[src/rtl/cond_unit.sv]
// Condition/flag unit: holds NZCV, evaluates ARM condition codes and gates PC/reg/mem write strobes.
// Latency: strobes and the flag update appear one cycle after alu_valid is sampled, at least 2 cycles after acceptance.
// Backpressure: instr_ready drops while an accepted instruction executes; instr_valid is ignored until IDLE.
module cond_unit #(
    parameter logic [3:0] FLAG_RST = 4'b0000
) (
    input  logic       clk,
    input  logic       rst_n,
    input  logic       instr_valid,
    output logic       instr_ready,
    input  logic [3:0] cond,
    input  logic [1:0] flag_w,
    input  logic       pcs,
    input  logic       reg_w,
    input  logic       mem_w,
    input  logic       no_write,
    input  logic       alu_valid,
    input  logic [3:0] alu_flags,
    output logic       pc_src,
    output logic       reg_write,
    output logic       mem_write,
    output logic       cond_ex,
    output logic       cond_undef,
    output logic [3:0] flags_q
);

    typedef enum logic {
        IDLE = 1'b0,
        EXEC = 1'b1
    } state_t;

    state_t state;
    state_t state_nxt;

    // Handshake events derived from the current state.
    logic accept;
    logic finish;

    // Combinational condition result against the flags as they are now.
    logic cond_pass;

    // Unpacked view of the architectural flags.
    logic n_flag;
    logic z_flag;
    logic c_flag;
    logic v_flag;

    // Controls captured at acceptance and used when the ALU reports done.
    logic [1:0] flag_w_q;
    logic       pcs_q;
    logic       reg_w_q;
    logic       mem_w_q;
    logic       no_write_q;

    assign n_flag = flags_q[3];
    assign z_flag = flags_q[2];
    assign c_flag = flags_q[1];
    assign v_flag = flags_q[0];

    // State register: reset always returns to IDLE, aborting any execution.
    always_ff @(posedge clk) begin
        if (!rst_n) begin
            state <= IDLE;
        end else begin
            state <= state_nxt;
        end
    end

    // Next-state: IDLE waits for an instruction, EXEC waits for the ALU.
    always_comb begin
        state_nxt = state;
        case (state)
            IDLE: begin
                if (instr_valid) begin
                    state_nxt = EXEC;
                end
            end
            EXEC: begin
                if (alu_valid) begin
                    state_nxt = IDLE;
                end
            end
            default: begin
                state_nxt = IDLE;
            end
        endcase
    end

    // FSM outputs: ready only in IDLE; completion only recognised in EXEC.
    always_comb begin
        instr_ready = 1'b0;
        finish      = 1'b0;
        case (state)
            IDLE: begin
                instr_ready = 1'b1;
            end
            EXEC: begin
                finish = alu_valid;
            end
            default: begin
                instr_ready = 1'b0;
            end
        endcase
    end

    assign accept = instr_ready & instr_valid;

    // ARM condition table; 4'hF is undefined and never executes.
    always_comb begin
        cond_pass = 1'b0;
        case (cond)
            4'h0: cond_pass = z_flag;
            4'h1: cond_pass = ~z_flag;
            4'h2: cond_pass = c_flag;
            4'h3: cond_pass = ~c_flag;
            4'h4: cond_pass = n_flag;
            4'h5: cond_pass = ~n_flag;
            4'h6: cond_pass = v_flag;
            4'h7: cond_pass = ~v_flag;
            4'h8: cond_pass = c_flag & ~z_flag;
            4'h9: cond_pass = ~c_flag | z_flag;
            4'hA: cond_pass = (n_flag == v_flag);
            4'hB: cond_pass = (n_flag != v_flag);
            4'hC: cond_pass = ~z_flag & (n_flag == v_flag);
            4'hD: cond_pass = z_flag | (n_flag != v_flag);
            4'hE: cond_pass = 1'b1;
            default: cond_pass = 1'b0;
        endcase
    end

    // Capture the instruction's write/flag controls at acceptance.
    always_ff @(posedge clk) begin
        if (!rst_n) begin
            flag_w_q   <= 2'b00;
            pcs_q      <= 1'b0;
            reg_w_q    <= 1'b0;
            mem_w_q    <= 1'b0;
            no_write_q <= 1'b0;
        end else if (accept) begin
            flag_w_q   <= flag_w;
            pcs_q      <= pcs;
            reg_w_q    <= reg_w;
            mem_w_q    <= mem_w;
            no_write_q <= no_write;
        end
    end

    // Condition result holds until the next acceptance; undefined-cond flag pulses for one cycle.
    always_ff @(posedge clk) begin
        if (!rst_n) begin
            cond_ex    <= 1'b0;
            cond_undef <= 1'b0;
        end else begin
            cond_undef <= accept & (cond == 4'hF);
            if (accept) begin
                cond_ex <= cond_pass;
            end
        end
    end

    // Flag update at completion of an executing instruction; ALU flags stored verbatim.
    always_ff @(posedge clk) begin
        if (!rst_n) begin
            flags_q <= FLAG_RST;
        end else if (finish && cond_ex) begin
            if (flag_w_q[1]) begin
                flags_q[3:2] <= alu_flags[3:2];
            end
            if (flag_w_q[0]) begin
                flags_q[1:0] <= alu_flags[1:0];
            end
        end
    end

    // Write strobes: single-cycle registered pulses following completion.
    always_ff @(posedge clk) begin
        if (!rst_n) begin
            pc_src    <= 1'b0;
            reg_write <= 1'b0;
            mem_write <= 1'b0;
        end else begin
            pc_src    <= finish & pcs_q & cond_ex;
            reg_write <= finish & reg_w_q & cond_ex & ~no_write_q;
            mem_write <= finish & mem_w_q & cond_ex;
        end
    end

endmodule
[config.mk]
export PLATFORM = sky130hd
export DESIGN_NAME = cond_unit
export DESIGN_NICKNAME = d
export VERILOG_FILES = /design/src/rtl/cond_unit.sv
export SDC_FILE = /design/constraint.sdc
export NUM_CORES = 1
export LEC_CHECK = 0
export CAP_MARGIN = 20
export CORE_ASPECT_RATIO = 0.8
export CORE_MARGIN = 5
export CORE_UTILIZATION = 45
export CTS_CLUSTER_DIAMETER = 60
export DETAILED_ROUTE_END_ITERATION = 8
export GPL_TIMING_DRIVEN = 0
export MAX_ROUTING_LAYER = met4
export PLACE_DENSITY = 0.81
export SLEW_MARGIN = 20
export SYNTH_ARGS = -nofsm -noshare
export SYNTH_HDL_FRONTEND = slang
export SYNTH_SLANG_ARGS = --single-unit
[constraint.sdc]
create_clock -name clk -period 3.47 [get_ports clk]
set_clock_uncertainty 0.15 [all_clocks]
set_input_delay 0.347 -clock clk [delete_from_list [all_inputs] [get_ports clk]]
set_output_delay 0.347 -clock clk [all_outputs]
set_load 0.01 [all_outputs]
== Word-level counts from Yosys, hierarchy flattened ==
Cells that the tools add are included.
Operators by class
  $add $sub $neg: 0
  multipliers: 0
  div/mod/pow operators: 0
  magnitude comparators: 0
  equality and inequality tests: 17
  shift operators: 0
  multiplexer cells: 6
  bitwise logic cells: 19
  reduce and logical (&&, ||, !) cells: 4
Operators by type and width (number)
  $eq 4x4->1 const B: 8
  $eq 4x3->1 const B: 4
  $pmux 1 s15: 1
  $and 1x1->1: 11
  $eq 4x2->1 const B: 2
  $not 1->1: 6
  $eq 4x1->1 const B: 1
  $logic_not 4->1: 1
  $mux 1: 4
  $reduce_and 2->1: 2
  $or 1x1->1: 2
  $pmux 1 s2: 1
  $eq 1x1->1: 1
  $logic_and 1x1->1: 1
  $ne 1x1->1: 1
Word-level totals
  register bits after elaboration: 16
  latch bits: 0
  RAM bits: 0
  ROM bits: 0
  input port bits: 18
  output and inout bits: 10
  logic and storage cells: 59
  memories kept: 0

== Longest topological paths before layout ==
  word-level depth: 4
  mapped depth: 6
  mapped depth without buffers: 5

== Worst setup path after synthesis ==
Ideal clock, no wire load.
  kind: register -> register
  start point: register flags_q[2]
  end point: register cond_ex
  library setup time: 127 ps
  arrival: 1195 ps
  data required time: 3193 ps
  slack: 1998 ps
  cell stages (with the launch flop): 6
  buffers on the path: 0
  clock period less this slack: 1472 ps
  cell sequence: dfxtp_1 and3b_1 a22oi_2 xnor2_1 a311oi_1 o22ai_1
Between the ends
  word-level cells in the longest chain between the ends: 3
  elaborated cells between the ends (all ways): 6
  classes of those cells: 1 x mux; 5 x bitwise
Ends and longest elaborated chain
  start, declared: RTL line 24  | output logic [3:0] flags_q
  start signal, assigned: RTL line 167  | flags_q[3:2] <= alu_flags[3:2];
  $not 1->1: RTL line 113, 120, 124
  $and 1x1->1, on equally long branches: RTL line 124, 120
  $pmux 1 s15 *: RTL line 111  | case (cond)
  end signal, assigned: RTL line 156  | cond_ex <= cond_pass;
  end, declared: RTL line 22  | output logic cond_ex,
Every way passes the cells marked *; elsewhere a longest branch is shown, timed or not.
A chain may end at the register's enable or synchronous reset.

== Worst setup path after layout ==
  start point: register flags_q[0]
  end point: output flags_q[0]
RTL lines
  start signal, assigned: RTL line 170  | flags_q[1:0] <= alu_flags[1:0];
No word-level cell between the ends.

==> metrics <==
DR iter-0 viols=14; Setup crit start kind=flop; post-DP HPWL=1.335 mm; die width=55.82 um; number of setup buffers added after CTS=0; R2R setup slack=1.88 ns; Top Metal Used=met4; final hold violation count=0; clk root buf=clkbuf_4; Top Family by Delay on Critical Path=buffers and inverters; GR Util All Layers=14.77%; Pwr per Cell Area=322.5 mW/mm^2; clock buffer depth=2; RD Place Congestion=0.7740; # resized after CTS=0; fin. max-slew vios=0; Hold Path Sink=cond_undef$_SDFF_PN0_; f_max=558.0 MHz; worst hold margin=0.2884 ns; Post-Synthesis Cells=84; first-pass GRT wire length=2.835 mm; Setup crit end kind=primary output; wire length on met3=118 um; Yosys reg bits=16; pin slew with the least headroom to its limit=0.3938 ns; wire length on met2=838 um; CTS Buf Count=3; initial antenna violation count=0; via count=714; Post-route DRC=0; initial core utilization=46.93%; Slew HR=73.74%; syn avg cell area=8.997 um^2; P&R area growth vs syn=41.06%; core area=0.001610 mm^2; Synth area leader=dfxtp_1; crit path buf inv count=1; Worst VDD drop=0.2571 mV; share of layout cells above drive strength 1=6.195%; Syn Std Cell Area=755.7 um^2; sequential area share after synthesis=42.38%; Clock transition at path regs=0.08 ns; IO Count=28; top cells by area, synth=dfxtp_1 (42%), mux2i_1 (9.3%), nor2b_1 (6.6%), nand2_1 (5.0%), nand3_1 (4.0%); CP cell instances=clkdlybuf4s50_1; R2R cell count=5; data required time of the worst path=2.97 ns; final WL=1.729 mm; Worst Setup Path Type=flop to primary output; insertion delay to the later sink of the worst-skew pair=0.27 ns; end of the worst register-to-register path=cond_ex$_SDFFE_PN0P_; Clock Sinks=16; Via density=5.289; Synthesized Nets=102; RSZ-0062 raised after global routing=no; worst-path fanout max=5; Final nets=133; die area=0.002604 mm^2; met1 WL=738 um; Setup TNS=0 ns; DR WL/cell=12.81 um; antenna viol nets, final=0; min-delay worst type=input pin to flop; Lkg Pwr=0.4098 nW; CTS tree=built; fill count=129; CP max stage cell=clkdlybuf4s50_1; final setup fails=0; status=completed; hold buffers post-CTS=0; Worst Hold Launch=cond[0]; Yosys top cell area share=42.38%; Synth cell types=27; synth warn=0; largest incremental delay on the critical path=0.58 ns; crit path DAT=1.29 ns; max cap viols=0; drt pass-1 iters=4; number of H-tree levels=1; FF-to-FF Start=flags_q[0]$_SDFFE_PN0P_; grt ovf=0; period utilization=51.64%; minimum clock period=1.792 ns; pin count of the biggest net entering global routing=11; port bufs=26; row count=13; die outline height=46.66 um; Inserted Diodes=0; worst hold path depth=3; via count of the first global-routing pass=670
## cell families (layout without fill, tap and decap cells)
family | Yosys count | count (layout) | synth area share (%)
muxes | 7 | 7 | 9.272
and+or+nand+nor | 37 | 37 | 26.99
DFF | 16 | 16 | 42.38
xor gates and xnor gates | 3 | 3 | 3.477
AOI/OAI and AO/OA | 13 | 13 | 13.08
buffers and inverters | 8 | 37 | 4.802
## sequential cells by signal, indices dropped and copies added (netlist names)
name,cells
mem_write,1
pc_src,1
reg_write,1
state,1
mem_w_q,1
cond_ex,1
cond_undef,1
reg_w_q,1
flag_w_q,2
flags_q,4
pcs_q,1
no_write_q,1
## cells in the mapped netlist (all sizes together)
master	instances
nor3	1
a21boi	4
a311oi	1
nor4	1
xor2	1
nand3	6
and3b	1
o22ai	1
mux2i	7
a21oi	1
o211a	1
buf	3
nand4	1
nand2	10
nor4bb	2
a31oi	3
and4b	1
nor2b	8
nor2	3
a22oi	1
and3	3
o21a	1
inv	3
xnor2	2
dfxtp	16
clkbuf	2
## worst max-delay path by stage
stage,to,cells past startpoint,from
final,flags_q[0],1,flags_q[0]$_SDFFE_PN0P_
after global placement,cond_ex$_SDFFE_PN0P_,6,cond[3]
after global routing,flags_q[0],1,flags_q[0]$_SDFFE_PN0P_
after detailed placement,cond_ex$_SDFFE_PN0P_,7,cond[2]
after floorplan,cond_ex$_SDFFE_PN0P_,5,flags_q[2]$_SDFFE_PN0P_
after CTS,flags_q[0],1,flags_q[0]$_SDFFE_PN0P_
## power breakdown
part / total (mW) / leakage, nW / internal [mW] / switching, mW
clock network: 0.0903 / 0.0138 / 0.0402 / 0.0502
registers: 0.194 / 0.130 / 0.190 / 0.00458
logic: 0.0590 / 0.266 / 0.0352 / 0.0238
total: 0.344 / 0.410 / 0.265 / 0.0785
## routing by layer
layer	track usage [%]	up-vias
li1	-	352
met1	14.69	318
met2	27.12	36
met3	4.762	8
met4	7.109	0
met5	-	-
## per-stage QoR
step	std cells	utilization (%)	cell area (um^2)	setup slack, ns	total power, mW
finish	135	66.20	1066	1.678	0.3438
global route	135	66.20	1066	1.639	0.3642
global placement	132	64.80	1044	1.468	0.2553
CTS	135	66.20	1066	1.687	0.3496
floorplan	84	-	755.7	1.998	0.2269
detailed placement	132	64.80	1044	1.471	0.2580
## final cells by class
class                           count  area (um^2)  share of cell area [%]
Timing Repair Buffer               26        260.3                   24.41
Inverter                            3        11.26                   1.056
Sequential cell                    16        320.3                   30.05
Buffer                              5        25.02                   2.347
Tap cell                           22        27.53                   2.582
Clock buffer                        3        22.52                   2.113
Multi-Input combinational cell     60        399.1                   37.44
## layout by cell type, fill, tap and decap left out, drive strengths merged, types with 3 or more instances in the layout
cell type and count:
inv 3, a31oi 3, dfxtp 16, and3 3, clkbuf 5, nor2 3
buf 3, nand2 10, a21boi 4, nor2b 8, nand3 6, clkdlybuf4s50 26
mux2i 7
No activity file was read; power rests on OpenSTA's default activity.
